### src/rtl/alu_issue_ctrl.sv
// Issue/write-back controller around an external 32-bit combinational ALU with an 8-entry register file.
// Optional `MUL_WAIT_EN: opcode 100 (mul) gets a second EXEC cycle before the result is captured.
module alu_issue_ctrl #(
  parameter int unsigned NREGS = 8,
  parameter int unsigned DW    = 32
) (
  input  logic                     clk,
  input  logic                     rst,
  input  logic                     ins_valid,
  output logic                     ins_ready,
  input  logic [15:0]              ins_word,
  output logic [2:0]               alu_op,
  output logic [DW-1:0]            alu_a,
  output logic [DW-1:0]            alu_b,
  input  logic [DW-1:0]            alu_r,
  input  logic                     alu_z,
  input  logic                     host_we,
  input  logic [$clog2(NREGS)-1:0] host_addr,
  input  logic [DW-1:0]            host_wdata,
  output logic [DW-1:0]            host_rdata,
  output logic                     done,
  output logic                     zero,
  output logic                     busy
);

  localparam int unsigned AW = $clog2(NREGS);
  localparam logic [2:0]  OP_MUL = 3'b100;

  typedef enum logic [2:0] {
    S_IDLE,
    S_READ,
    S_EXEC,
    S_EXEC2,
    S_WB
  } state_t;

  state_t          r_state;
  state_t          w_next;
  logic            w_accept;
  logic            w_load;
  logic            w_capture;
  logic            w_wb;
  logic [2:0]      r_op;
  logic [AW-1:0]   r_rd;
  logic [AW-1:0]   r_rs1;
  logic [AW-1:0]   r_rs2;
  logic [DW-1:0]   r_result;
  logic [DW-1:0]   r_regs [NREGS];
  logic            w_unused_ins;

  assign w_unused_ins = ^ins_word[3:0];

  assign ins_ready  = (r_state == S_IDLE) && !rst;
  assign host_rdata = r_regs[host_addr];

  // Next-state and per-state strobes.
  always_comb begin
    w_next    = r_state;
    w_accept  = 1'b0;
    w_load    = 1'b0;
    w_capture = 1'b0;
    w_wb      = 1'b0;
    case (r_state)
      S_IDLE: begin
        if (ins_valid && ins_ready) begin
          w_accept = 1'b1;
          w_next   = S_READ;
        end
      end
      S_READ: begin
        w_load = 1'b1;
        w_next = S_EXEC;
      end
      S_EXEC: begin
`ifdef MUL_WAIT_EN
        if (r_op == OP_MUL) begin
          w_next = S_EXEC2;
        end else begin
          w_capture = 1'b1;
          w_next    = S_WB;
        end
`else
        w_capture = 1'b1;
        w_next    = S_WB;
`endif
      end
      S_EXEC2: begin
        w_capture = 1'b1;
        w_next    = S_WB;
      end
      S_WB: begin
        w_wb   = 1'b1;
        w_next = S_IDLE;
      end
      default: w_next = S_IDLE;
    endcase
  end

  // State, instruction latch, ALU drive and result capture.
  always_ff @(posedge clk or posedge rst) begin
    if (rst) begin
      r_state  <= S_IDLE;
      r_op     <= '0;
      r_rd     <= '0;
      r_rs1    <= '0;
      r_rs2    <= '0;
      r_result <= '0;
      alu_op   <= '0;
      alu_a    <= '0;
      alu_b    <= '0;
      zero     <= 1'b0;
      done     <= 1'b0;
      busy     <= 1'b0;
    end else begin
      r_state <= w_next;
      done    <= (w_next == S_WB);
      busy    <= (w_next != S_IDLE);
      if (w_accept) begin
        r_op  <= ins_word[15:13];
        r_rd  <= AW'(ins_word[12:10]);
        r_rs1 <= AW'(ins_word[9:7]);
        r_rs2 <= AW'(ins_word[6:4]);
      end
      if (w_load) begin
        alu_op <= r_op;
        alu_a  <= r_regs[r_rs1];
        alu_b  <= r_regs[r_rs2];
      end
      if (w_capture) begin
        r_result <= alu_r;
        zero     <= alu_z;
      end
    end
  end

  // Register file; entry 0 is never written. Write-back is last so it wins over a host write to rd.
  always_ff @(posedge clk or posedge rst) begin
    if (rst) begin
      for (int i = 0; i < NREGS; i++) begin
        r_regs[i] <= '0;
      end
    end else begin
      if (host_we && (host_addr != '0)) begin
        r_regs[host_addr] <= host_wdata;
      end
      if (w_wb && (r_rd != '0)) begin
        r_regs[r_rd] <= r_result;
      end
    end
  end

endmodule

### config.mk
export PLATFORM = sky130hd
export DESIGN_NAME = alu_issue_ctrl
export DESIGN_NICKNAME = d
export VERILOG_FILES = /design/src/rtl/alu_issue_ctrl.sv
export SDC_FILE = /design/constraint.sdc
export NUM_CORES = 1
export LEC_CHECK = 0
export CORE_MARGIN = 4
export CORE_UTILIZATION = 50
export DETAILED_ROUTE_END_ITERATION = 12
export PLACE_DENSITY = 0.7
export SLEW_MARGIN = 40
export SYNTH_ARGS = -nofsm -noshare
export SYNTH_HDL_FRONTEND = slang
export SYNTH_SLANG_ARGS = --single-unit
export TNS_END_PERCENT = 30
### constraint.sdc
create_clock -name clk -period 17.7 [get_ports clk]
set_input_delay 5.31 -clock clk [delete_from_list [all_inputs] [get_ports clk]]
set_output_delay 5.31 -clock clk [all_outputs]
set_load 0.05 [all_outputs]
* Word level (Yosys, flattened, before mapping) *
Cells that the tools add are included.

storage, ports and cells
  flip-flop bits (word level) = 373
  output and inout port bits = 103

cells by class
  $lt $le $gt $ge = 6
  equal/unequal tests = 5
  muxes and demuxes = 24
  bitwise logic cells = 4
  reduce and logical (&&, ||, !) cells = 12

operator list
  cell                                                                  count
  256-bit bitwise mux                                                   2
  256-bit 2-to-1 mux                                                    2
  32-bit binary-select mux with 3-bit select                            3
  32-bit 2-to-1 mux                                                     8
  32-bit demux with 3-bit select                                        2
  4-bit >= comparator, second input constant                            4
  3-bit inverter with 4-bit output                                      4
  3-bit case mux with 3 select lines                                    1
  3-bit nonzero test                                                    3
  4-bit by 1-bit < comparator with 1-bit output, second input constant  2
  3-bit by 2-bit == test with 1-bit output, second input constant       2
  3-bit == test, second input constant                                  2
  1-bit logical AND                                                     6
  1-bit 2-to-1 mux                                                      5
  3-bit by 1-bit == test with 1-bit output, second input constant       1
  3-bit zero test                                                       1
  3-bit 2-to-1 mux                                                      1
  2-bit OR reduction                                                    1
  1-bit zero test                                                       1

* Longest topological paths before layout *
  depth in word-level cells = 9
  mapped depth = 6
  mapped depth without buffers = 3

* Least setup slack after synthesis *
Ideal clock, no wire load.

  path type = input port to output port
  from = input port host_addr[0]
  to = output port host_rdata[23]
  arrival = 6.660 ns
  data required time = 12.390 ns
  slack = 5.730 ns
  stages = 5
  path buffers = 3
  path through = buf_6 buf_8 buf_6 mux4_1 mux2_2

on the way
  word-level cells in the longest chain between the ends = 4

ends and longest elaborated chain
  element                                                 RTL line  source
  from (decl)                                             18        input logic [$clog2(NREGS)-1:0] host_addr,
  3-bit inverter with 4-bit output (not written as such)  54        assign host_rdata = r_regs[host_addr];
  32-bit binary-select mux with 3-bit select              54
  32-bit 2-to-1 mux (not written as such) (2 in series)   54
  to (decl)                                               20        output logic [DW-1:0] host_rdata,

No other way between the ends. The select of a mux whose other input is x is not followed.

* Worst setup path after layout *
  from = input port host_addr[0]
  to = output port host_rdata[6]

Same word-level chain as after synthesis.

==> results_dict.tcl <==
set metrics [dict create \
    run_status "finished clean" \
    max_slew_margin 0.408 \
    global_route.overflow_total 0 \
    grt_setup_unrepaired "false" \
    ys_dominant_reg_cell "sky130_fd_sc_hd__dfrtp_1" \
    drt.antenna.violating_nets 0 \
    kind_of_critical_path "in2out" \
    footprint_of_the_flip_flops_and_latches_sq_mm 0.00934 \
    synth_most_common_cell "sky130_fd_sc_hd__mux2_2" \
    ctsLongestPathBuffers 3 \
    detailroute.via_count 15300 \
    synth_largest_type_area_fraction 0.416 \
    final_core_utilization 0.590 \
    synth.top_cells.by_count "sky130_fd_sc_hd__mux2_2, sky130_fd_sc_hd__dfrtp_1, sky130_fd_sc_hd__mux2i_1, sky130_fd_sc_hd__clkbuf_1, sky130_fd_sc_hd__nand2_1" \
    clock_sinks 373 \
    synth_area_leader_cell "sky130_fd_sc_hd__dfrtp_1" \
    path_clk_slew_ps 60 \
    part_of_the_yosys_area_used_for_sequential_elements 0.416 \
    grt_start_max_net_pins 109 \
    worstPathMaxFanout 45 \
    hold-path-endpoint "r_regs[236]$_DFF_PP0_" \
    timing.max_cap.violations 0 \
    synth.top_cells.by_area "sky130_fd_sc_hd__dfrtp_1, sky130_fd_sc_hd__mux2_2, sky130_fd_sc_hd__mux2i_1" \
    worstPathRequired_ps 12390 \
    core_region_area_sq_mm 0.0443 \
    number_of_flops_mapped_to_enable_cells_by_yosys 0 \
    cts_inserted_buffers 44 \
    synth_warnings 0 \
    timing.hold.worst_path_depth 0 \
    rr_startpoint "r_rs2[0]$_DFFE_PP0P_" \
    die-height_um 220 \
    syn-instance-count 1686 \
    hold_removal_path_class "reg2reg" \
    static-leakage-power_nw 11.1 \
    cts_setup_buffers 0 \
    synth-async-reset-ratio 1.00 \
    worstSkewPairLatency_ps 570 \
    floorplan.die.width_um 220 \
    start_util 0.506 \
    fillCellCount 3591 \
    period_share 0.756 \
    synth_cell_type_count 33 \
    rows 77 \
    hold_buffers 0 \
    synth.cell_area_sq_mm 0.0224 \
    vias_per_cell 6.37 \
    place_hpwl_um 38200 \
    achievable-frequency_mhz 74.7 \
    design.portCount 191 \
    r2r.worst_path.cells 5 \
    synth.net_count 1774 \
    number_of_input_and_output_port_buffers_inserted 186 \
    final_layout_size_suffix_gt1_frac 0.417 \
    gp_congestion 0.787 \
    worst_ir_drop_vdd_v 0.000130 \
    total_power_w 0.00441 \
    reg2reg_slack_ps 14410 \
    htree_num_levels 2 \
    hold_violations 0 \
    crit_end_element "primary output" \
    wire_per_inst_um 26.8 \
    final_period_minus_worst_setup_slack_ps 13390 \
    clock_tree_from_tritoncts "done" \
    grt.total_usage 0.266 \
    antenna_found_initial 1 \
    drt_first_pass_iters 5 \
    layout.nets 1872 \
    critPathMaxStageDelay_ps 720 \
    timing_worst_slew_pin_value_ps 889 \
    worst_setup_path_start_kind "input port" \
    timing.setup.tns_ps 0 \
    cts_resized 0 \
    multiInputGateArea_sq_mm 0.0123 \
    floorplan.die_area_sq_mm 0.0483 \
    drc 0 \
    dr.first_iter.drc_count 1317 \
    cellPowerDensity_mw_per_mm2 169 \
    worst_clock_skew_ps 16.2 \
    setup-violations-final 0 \
    cp_data_arrival_time_ps 8080 \
    slew_violations 0 \
    wire_length_of_the_first_global_routing_pass_um 97600 \
    r2r_end "alu_b[11]$_DFFE_PP0P_" \
    cts_root_buf "sky130_fd_sc_hd__clkbuf_16" \
    area.growth.synth_to_final_pct 16.5 \
    register_bit_total_from_synthesis 373 \
    number_of_global_route_vias_before_repair 15800 \
    route.final.wire_length_um 64600 \
    crit_slowest_cell "sky130_fd_sc_hd__clkdlybuf4s50_1" \
    worst_min_path_start "r_regs[236]$_DFF_PP0_" \
    post_synth.cell_area_avg_sq_um 13.3 \
    cp_cell_sequence "buf_4 > buf_6 > mux4_1 > mux2_2 > clkdlybuf4s50_1" \
]
==> worst max path at each step <==
stage	from	endpoint	slack, ps	depth (start not counted)
2_1_floorplan	rst	alu_a[0]$_DFFE_PP0P_	2030	1
4_1_cts	host_addr[0]	host_rdata[22]	4310	5
3_3_place_gp	host_addr[0]	host_rdata[6]	4090	5
5_1_grt	host_addr[0]	host_rdata[22]	4230	5
6_report	host_addr[0]	host_rdata[6]	4310	5
3_5_place_dp	host_addr[0]	host_rdata[22]	4310	5
==> cell usage in the layout, fill, tap and decap left out, drive strengths merged, types with 4 or more instances in the layout <==
| cell | count |
|---|---|
| mux2 | 656 |
| dfrtp | 373 |
| clkdlybuf4s50 | 183 |
| mux2i | 128 |
| nand2 | 69 |
| a22o | 64 |
| o22ai | 64 |
| o31ai | 64 |
| mux4 | 64 |
| clkbuf | 63 |
| buf | 40 |
| clkinv | 7 |
| bufinv | 5 |
| nor2b | 5 |
| inv | 4 |
==> state kept, by name (all words and copies together), names as in the netlist <==
name and count:
r_op 3, r_rd 3, alu_b 32, r_state 3, r_result 32, r_rs2 3, zero 1, done 1
alu_op 3, alu_a 32, r_regs 256, busy 1, r_rs1 3
==> stage by stage <==
step	setup slack (ps)	hold slack (ps)	instance area, sq um	cells
2_1_floorplan	2030	463	22400	1686
3_3_place_gp	4090	402	24500	2324
3_5_place_dp	4310	409	24700	2330
4_1_cts	4310	421	26100	2405
5_1_grt	4230	436	26100	2406
6_report	4310	421	26100	2407
==> where the power goes <==
part	internal (W)	leakage, nW	switching (W)
clock	0.000562	0.709	0.000364
sequential	0.00118	4.54	0.000363
combinational	0.000970	5.87	0.000978
total	0.00271	11.1	0.00170
==> kinds of logic (layout without fill, tap and decap cells) <==
kind of cell / count (synthesis) / in the layout / share of synthesized area
compound gates: 192 / 192 / 0.0643
buf+inv: 176 / 303 / 0.0398
flops: 373 / 373 / 0.416
mux: 848 / 848 / 0.457
other cells: 0 / 2 / 0
simple gates: 97 / 97 / 0.0226
==> cell type report <==
| cell class | count | share of cell area |
|---|---|---|
| Sequential cell | 373 | 0.357 |
| Multi-Input combinational cell | 1137 | 0.471 |
| Clock inverter | 13 | 0.00752 |
| Timing Repair Buffer | 224 | 0.0869 |
| Antenna cell | 2 | 0.000191 |
| Tap cell | 592 | 0.0283 |
| Clock buffer | 62 | 0.0478 |
| Inverter | 4 | 0.00105 |
==> critical path: cells and delay by family <==
| kind | cells | cell delay, ps |
|---|---|---|
| muxes | 2 | 990 |
| buffers and inverters | 3 | 1760 |
==> layer usage <==
| metal | vias up | part of all wire | global-route usage |
|---|---|---|---|
| li1 | 6644 | - | - |
| met1 | 7980 | 0.44 | 0.380 |
| met2 | 588 | 0.47 | 0.418 |
| met3 | 114 | 0.069 | 0.0520 |
| met4 | 0 | 0.024 | 0.0670 |
| met5 | - | 0 | 0 |
No activity file was read; power rests on OpenSTA's default activity.
